### src/rtl/pcs_rx_block_sync.sv
// 64b/66b RX block lock, word-phase tracking, gearbox slip control and BER monitor.
// Optional lock statistics counters are built when PCS_LOCK_STATS_EN is defined.
module pcs_rx_block_sync #(
    parameter int DATA_WIDTH     = 32,
    parameter int LOCK_COUNT     = 64,
    parameter int UNLOCK_INVALID = 16,
    parameter int SLIP_WAIT      = 32,
    parameter int BER_WINDOW     = 20000,
    parameter int BER_THRESHOLD  = 16
) (
    input  logic        xver_rx_clk,
    input  logic        rx_reset,
    input  logic [1:0]  i_header,
    input  logic        i_valid,
    output logic        o_slip,
    output logic        o_block_lock,
    output logic        o_hi_ber,
    output logic        o_block_start,
    output logic [7:0]  o_ber_count,
    input  logic        i_ber_count_clr,
    output logic [15:0] o_slip_count,
    output logic [15:0] o_lock_loss_count
);

    localparam int SH_W  = $clog2(LOCK_COUNT + 1);
    localparam int IV_W  = $clog2(UNLOCK_INVALID + 1);
    localparam int WT_W  = $clog2(SLIP_WAIT + 1);
    localparam int WIN_W = (BER_WINDOW > 1) ? $clog2(BER_WINDOW) : 1;
    localparam int BER_W = $clog2(BER_THRESHOLD + 1);

    typedef enum logic [1:0] {
        LOCK_INIT,
        TEST_SH,
        SLIP,
        WAIT
    } state_t;

    state_t           state_reg, state_next;
    logic [SH_W-1:0]  sh_cnt_reg, sh_cnt_next;
    logic [IV_W-1:0]  sh_invld_cnt_reg, sh_invld_cnt_next;
    logic [WT_W-1:0]  wait_cnt_reg, wait_cnt_next;
    logic             lock_reg, lock_next;
    logic             slip_reg, slip_next;
    logic [WIN_W-1:0] win_cnt_reg, win_cnt_next;
    logic [BER_W-1:0] ber_cnt_reg, ber_cnt_next;
    logic             hi_ber_reg, hi_ber_next;
    logic [BER_W-1:0] ber_sum;
    logic [7:0]       ber_count_reg;
    logic             block_start;
    logic             hdr_eval;
    logic             hdr_bad;

    generate
        if (DATA_WIDTH != 32 && DATA_WIDTH != 64) begin : g_bad_width
            $error("pcs_rx_block_sync: DATA_WIDTH must be 32 or 64");
        end

        if (DATA_WIDTH == 64) begin : g_w64
            assign block_start = 1'b1;
        end else begin : g_w32
            // Two 32b words per 66b block; realigned to a block boundary by each slip.
            logic phase_reg;
            always_ff @(posedge xver_rx_clk) begin
                if (rx_reset) begin
                    phase_reg <= 1'b0;
                end else if (slip_reg) begin
                    phase_reg <= 1'b0;
                end else if (i_valid) begin
                    phase_reg <= ~phase_reg;
                end
            end
            assign block_start = ~phase_reg;
        end
    endgenerate

    assign hdr_eval = i_valid & block_start;
    assign hdr_bad  = hdr_eval & ~((i_header == 2'b01) | (i_header == 2'b10));

    always_comb begin
        state_next        = state_reg;
        sh_cnt_next       = sh_cnt_reg;
        sh_invld_cnt_next = sh_invld_cnt_reg;
        wait_cnt_next     = wait_cnt_reg;
        lock_next         = lock_reg;
        slip_next         = 1'b0;
        case (state_reg)
            LOCK_INIT: begin
                state_next        = TEST_SH;
                sh_cnt_next       = '0;
                sh_invld_cnt_next = '0;
            end
            TEST_SH: begin
                if (hdr_eval) begin
                    if (!lock_reg) begin
                        if (hdr_bad) begin
                            state_next        = SLIP;
                            slip_next         = 1'b1;
                            sh_cnt_next       = '0;
                            sh_invld_cnt_next = '0;
                        end else if (sh_cnt_reg == SH_W'(LOCK_COUNT - 1)) begin
                            lock_next         = 1'b1;
                            sh_cnt_next       = '0;
                            sh_invld_cnt_next = '0;
                        end else begin
                            sh_cnt_next = sh_cnt_reg + SH_W'(1);
                        end
                    end else begin
                        // Unlock is tested before window end so it wins on the last header.
                        if (hdr_bad && sh_invld_cnt_reg == IV_W'(UNLOCK_INVALID - 1)) begin
                            lock_next         = 1'b0;
                            state_next        = SLIP;
                            slip_next         = 1'b1;
                            sh_cnt_next       = '0;
                            sh_invld_cnt_next = '0;
                        end else if (sh_cnt_reg == SH_W'(LOCK_COUNT - 1)) begin
                            sh_cnt_next       = '0;
                            sh_invld_cnt_next = '0;
                        end else begin
                            sh_cnt_next = sh_cnt_reg + SH_W'(1);
                            if (hdr_bad) begin
                                sh_invld_cnt_next = sh_invld_cnt_reg + IV_W'(1);
                            end
                        end
                    end
                end
            end
            SLIP: begin
                state_next        = WAIT;
                wait_cnt_next     = '0;
                sh_cnt_next       = '0;
                sh_invld_cnt_next = '0;
            end
            WAIT: begin
                if (i_valid) begin
                    if (wait_cnt_reg == WT_W'(SLIP_WAIT - 1)) begin
                        state_next    = TEST_SH;
                        wait_cnt_next = '0;
                    end else begin
                        wait_cnt_next = wait_cnt_reg + WT_W'(1);
                    end
                end
            end
            default: state_next = LOCK_INIT;
        endcase
    end

    // The BER window only runs across cycles where lock is held before and after the edge.
    always_comb begin
        win_cnt_next = win_cnt_reg;
        ber_cnt_next = ber_cnt_reg;
        hi_ber_next  = hi_ber_reg;
        ber_sum      = ber_cnt_reg;
        if (!lock_reg || !lock_next) begin
            win_cnt_next = '0;
            ber_cnt_next = '0;
            hi_ber_next  = 1'b0;
        end else begin
            if (hdr_bad && ber_cnt_reg != BER_W'(BER_THRESHOLD)) begin
                ber_sum = ber_cnt_reg + BER_W'(1);
            end
            if (win_cnt_reg == WIN_W'(BER_WINDOW - 1)) begin
                win_cnt_next = '0;
                ber_cnt_next = '0;
                hi_ber_next  = (ber_sum == BER_W'(BER_THRESHOLD));
            end else begin
                win_cnt_next = win_cnt_reg + WIN_W'(1);
                ber_cnt_next = ber_sum;
                if (ber_sum == BER_W'(BER_THRESHOLD)) begin
                    hi_ber_next = 1'b1;
                end
            end
        end
    end

    always_ff @(posedge xver_rx_clk) begin
        if (rx_reset) begin
            state_reg        <= LOCK_INIT;
            sh_cnt_reg       <= '0;
            sh_invld_cnt_reg <= '0;
            wait_cnt_reg     <= '0;
            lock_reg         <= 1'b0;
            slip_reg         <= 1'b0;
            win_cnt_reg      <= '0;
            ber_cnt_reg      <= '0;
            hi_ber_reg       <= 1'b0;
            ber_count_reg    <= '0;
        end else begin
            state_reg        <= state_next;
            sh_cnt_reg       <= sh_cnt_next;
            sh_invld_cnt_reg <= sh_invld_cnt_next;
            wait_cnt_reg     <= wait_cnt_next;
            lock_reg         <= lock_next;
            slip_reg         <= slip_next;
            win_cnt_reg      <= win_cnt_next;
            ber_cnt_reg      <= ber_cnt_next;
            hi_ber_reg       <= hi_ber_next;
            if (i_ber_count_clr) begin
                ber_count_reg <= '0;
            end else if (hdr_bad && ber_count_reg != 8'hFF) begin
                ber_count_reg <= ber_count_reg + 8'd1;
            end
        end
    end

`ifdef PCS_LOCK_STATS_EN
    logic [15:0] slip_count_reg;
    logic [15:0] lock_loss_count_reg;

    always_ff @(posedge xver_rx_clk) begin
        if (rx_reset || i_ber_count_clr) begin
            slip_count_reg      <= '0;
            lock_loss_count_reg <= '0;
        end else begin
            if (slip_next && slip_count_reg != 16'hFFFF) begin
                slip_count_reg <= slip_count_reg + 16'd1;
            end
            if (lock_reg && !lock_next && lock_loss_count_reg != 16'hFFFF) begin
                lock_loss_count_reg <= lock_loss_count_reg + 16'd1;
            end
        end
    end

    assign o_slip_count      = slip_count_reg;
    assign o_lock_loss_count = lock_loss_count_reg;
`else
    assign o_slip_count      = 16'd0;
    assign o_lock_loss_count = 16'd0;
`endif

    assign o_slip        = slip_reg;
    assign o_block_lock  = lock_reg;
    assign o_hi_ber      = hi_ber_reg;
    assign o_block_start = block_start;
    assign o_ber_count   = ber_count_reg;

endmodule

### config.mk
export PLATFORM = sky130hd
export DESIGN_NAME = pcs_rx_block_sync
export DESIGN_NICKNAME = d
export VERILOG_FILES = /design/src/rtl/pcs_rx_block_sync.sv
export SDC_FILE = /design/constraint.sdc
export NUM_CORES = 1
export LEC_CHECK = 0
export ABC_AREA = 1
export BUFFER_PORTS_ARGS = -buffer_cell sky130_fd_sc_hd__buf_2
export CAP_MARGIN = 20
export CORE_MARGIN = 2
export CORE_UTILIZATION = 40
export CTS_CLUSTER_DIAMETER = 40
export CTS_CLUSTER_SIZE = 16
export DETAILED_ROUTE_END_ITERATION = 6
export RECOVER_POWER = 50
export SLEW_MARGIN = 20
export SYNTH_ARGS = -nofsm -noshare
export SYNTH_HDL_FRONTEND = slang
export SYNTH_SLANG_ARGS = --single-unit
### constraint.sdc
create_clock -name xver_rx_clk -period 4.6 [get_ports xver_rx_clk]
set_input_delay 0.23 -clock xver_rx_clk [delete_from_list [all_inputs] [get_ports xver_rx_clk]]
set_output_delay 0.23 -clock xver_rx_clk [all_outputs]
set_load 0.05 [all_outputs]
==> load_flow_metrics.sql <==
INSERT INTO impl_metrics (metric_group, metric, value, unit) VALUES
('status', 'status', 'finished, final reports clean', ''),
('power_and_ir_drop', 'switchingPower', '0.368', 'mW'),
('critical_path', 'cp_slowest_stage_delay', '0.68', 'ns'),
('finish', 'share_of_cells_above_drive_strength_1', '6.98', '%'),
('synthesis', 'postSynth.asyncResetShare', '0', '%'),
('synthesis', 'synth_area_leaders', 'dfxtp_1 35%, nand2_1 12%, buf_4 8.1%', ''),
('cts', 'cts_tree', 'yes', ''),
('floorplanning', 'chipWidth', '89.9', 'µm'),
('floorplanning', 'initial_core_util', '40.9', '%'),
('synthesis', 'yosysTopAreaCellShare', '35.3', '%'),
('critical_path', 'worstPathArrival', '2.21', 'ns'),
('synthesis', 'ys_ff_latch', '52', ''),
('critical_path', 'critical_path.endpoint_type', 'flop', ''),
('routing', 'detail_route.first_pass.iterations', '4', ''),
('timing', 'hold_viol', '0', ''),
('power_and_ir_drop', 'combPwrFrac', '24.6', '%'),
('synthesis', 'synth_largest_area_cell', 'dfxtp_1', ''),
('routing', 'routed_wirelength', '5.22', 'mm'),
('power_and_ir_drop', 'leakagePower', '1.29', 'nW'),
('routing', 'detail_route.iter0.violations', '53', ''),
('power_and_ir_drop', 'seqPwrFrac', '44.5', '%'),
('finish', 'register_area', '1040', 'µm²'),
('timing', 'finalSetupViolCount', '0', ''),
('placed_design', 'placed_cells_incl_taps', '535', ''),
('critical_path', 'critPathKind', 'reg -> reg', ''),
('cts', 'cts.path.max_buffers', '2', ''),
('timing', 'finalCriticalPeriod', '2.01', 'ns'),
('cts', 'cts_setup_buffers', '0', ''),
('critical_path', 'worst_path_dominant_cell_family', 'compound AO/OA/AOI/OAI gates', ''),
('finish', 'largest_register_ffs', '15', ''),
('synthesis', 'synth_edf_count', '0', ''),
('finish', 'num-fill-cells', '759', ''),
('placed_design', 'number_of_i_o_port_buffers', '17', ''),
('floorplanning', 'die_area', '8080', 'µm²'),
('synthesis', 'synth_top_flop_cell', 'dfxtp_1', ''),
('floorplanning', 'die_y_extent', '89.9', 'µm'),
('finish', 'final_nets', '462', ''),
('critical_path', 'slowest_cell_on_the_critical_path', 'a31oi_1', ''),
('routing', 'avgRoutedWirePerCell', '9.60', 'µm'),
('timing', 'totalNegativeSetupSlack', '0', 'ns'),
('grt', 'grt_antenna_before_repair', '0', ''),
('power_and_ir_drop', 'peakVddDrop', '0.000166', 'V'),
('placed_design', 'hpwlAfterDp', '4.04', 'mm'),
('routing', 'number_of_routed_nets_with_antenna_violations', '0', ''),
('cts', 'ctsResizeCount', '0', ''),
('synthesis', 'synth_cell_types', '31', ''),
('timing', 'relSlewSlack', '36.7', '%'),
('finish', 'antenna-diode-count', '0', ''),
('hold_path', 'hp-class', 'in -> reg', ''),
('grt', 'global_route_wire_length_before_repair', '9.65', 'mm'),
('cts', 'number_of_clock_buffers_inserted_by_tritoncts', '5', ''),
('routing', 'drc_errors', '0', ''),
('timing', 'maxSlewViolCount', '0', ''),
('timing', 'max_slew.worst_pin.slew', '0.946', 'ns'),
('synthesis', 'syn-cell-area', '2950', 'µm²'),
('timing', 'final_worst_path_cycle_share', '43.6', '%'),
('cts', 'clkSlewWorstSetupHoldPaths', '0.09', 'ns'),
('power_and_ir_drop', 'power_report.internal_total', '0.730', 'mW'),
('placed_design', 'finalWeightedCongestion', '0.823', ''),
('synthesis', 'ys_warn_count', '0', ''),
('grt', 'globalRoute.totalOverflow', '0', ''),
('power_and_ir_drop', 'power-per-cell-area', '354', 'nW/µm²'),
('routing', 'avgViaCountPerCell', '4.38', ''),
('cts', 'holdBufCountCts', '0', ''),
('synthesis', 'ys_seq_area_share', '35.3', '%'),
('critical_path', 'critical_path.cell_chain', 'ha_1 -> nand3_1 -> nor2_1 -> a31oi_1 -> inv_1 -> nor2_1 -> nor2_1', ''),
('synthesis', 'syn-instance-count', '423', ''),
('critical_path', 'critical_path.n_buffers_inverters', '1', ''),
('grt', 'grt_pass1_vias', '2229', ''),
('power_and_ir_drop', 'power.switching_fraction', '33.5', '%'),
('floorplanning', 'core.rowCount', '31', '');
-- cell type report --
type                            count  area share (%)
Timing Repair Buffer               17            2.26
Tap cell                           99            3.99
Multi-Input combinational cell    314            49.7
Clock buffer                        7            3.11
Clock inverter                      1           0.968
Sequential cell                    52            33.6
Inverter                           53            6.41
-- per-stage QoR --
| stage | total power, mW | util, % | worst slack, ns | hold slack [ns] |
|---|---|---|---|---|
| floorplan | 0.747 | - | 2.76 | 0.382 |
| global placement | 0.769 | 41.7 | 2.89 | 0.399 |
| detailed placement | 0.774 | 41.7 | 2.80 | 0.425 |
| CTS | 1.12 | 43.5 | 2.78 | 0.199 |
| global route | 1.17 | 43.0 | 2.22 | 0.193 |
| finish | 1.10 | 43.0 | 2.59 | 0.207 |
-- Yosys cell counts (8+ instances only) --
cell type   n
nand2_1    97
nor2_1     55
dfxtp_1    52
inv_1      48
buf_4      32
a21oi_1    25
nand3_1    25
ha_1       13
o21ai_0    12
nor3_1     11
xor2_1      8
-- layer usage --
metal,part of all wire (%),GRT usage [%],vias to the layer above
li1,-,-,1303
met1,49,17.8,1033
met2,46,24.1,36
met3,3.1,2.77,6
met4,1.6,5.13,0
met5,0,0,-
-- layout by cell type, fill, tap and decap left out --
| cell | count |
|---|---|
| o31ai_1 | 1 |
| nor2_2 | 5 |
| nand2_4 | 1 |
| buf_2 | 5 |
| inv_2 | 4 |
| bufinv_16 | 1 |
| ha_1 | 13 |
| nand3b_1 | 1 |
| inv_1 | 49 |
| nor3_4 | 1 |
| a21oi_1 | 25 |
| clkbuf_1 | 12 |
| nand3_1 | 27 |
| a211oi_1 | 3 |
| clkbuf_8 | 7 |
| or2_0 | 2 |
| xor2_1 | 8 |
| dfxtp_1 | 52 |
| nand4_1 | 4 |
| nand2_2 | 3 |
| nor2_1 | 55 |
| nand2_1 | 98 |
| nand3_2 | 1 |
| nor3_1 | 11 |
| xnor2_1 | 4 |
| or2_2 | 3 |
| o21ai_0 | 14 |
| conb_1 | 32 |
| a31oi_1 | 2 |
-- power by group through the flow --
stage	logic [mW]	clock network (mW)	registers [mW]
floorplan	0.250	0	0.497
global placement	0.271	0	0.498
detailed placement	0.274	0	0.500
CTS	0.275	0.353	0.489
global route	0.310	0.370	0.493
finish	0.270	0.339	0.488
-- worst reg2reg max path: stages, from the launching register on --
cell and delay (ns):
dfxtp_1 0.36, ha_1 0.25, nand3_1 0.09, nor2_1 0.06, a31oi_1 0.68, inv_1 0.26, nor2_1 0.15, nor2_1 0.06
-- path summary, 6_finish.rpt --
| kind | from | end | slack, ns | cells past startpoint |
|---|---|---|---|---|
| max reg2reg | o_ber_count[0] | o_ber_count[1] | 2.59 | 7 |
| max | o_ber_count[0] | o_ber_count[1] | 2.59 | 7 |
| min reg2reg | o_slip | g_w32.phase_reg | 0.43 | 1 |
| min | i_ber_count_clr | o_ber_count[2] | 0.21 | 4 |
-- logic make-up after synthesis --
kind of cell               after synthesis  share of synthesized area [%]
buffers and inverters                   88                           15.8
AOI/OAI and AO/OA                       45                           8.27
DFF                                     52                           35.3
xor gates and xnor gates                12                           3.56
other                                    1                          0.127
adders and majority gates               13                           5.51
and+or+nand+nor                        212                           31.5
No activity file was read; power rests on OpenSTA's default activity.
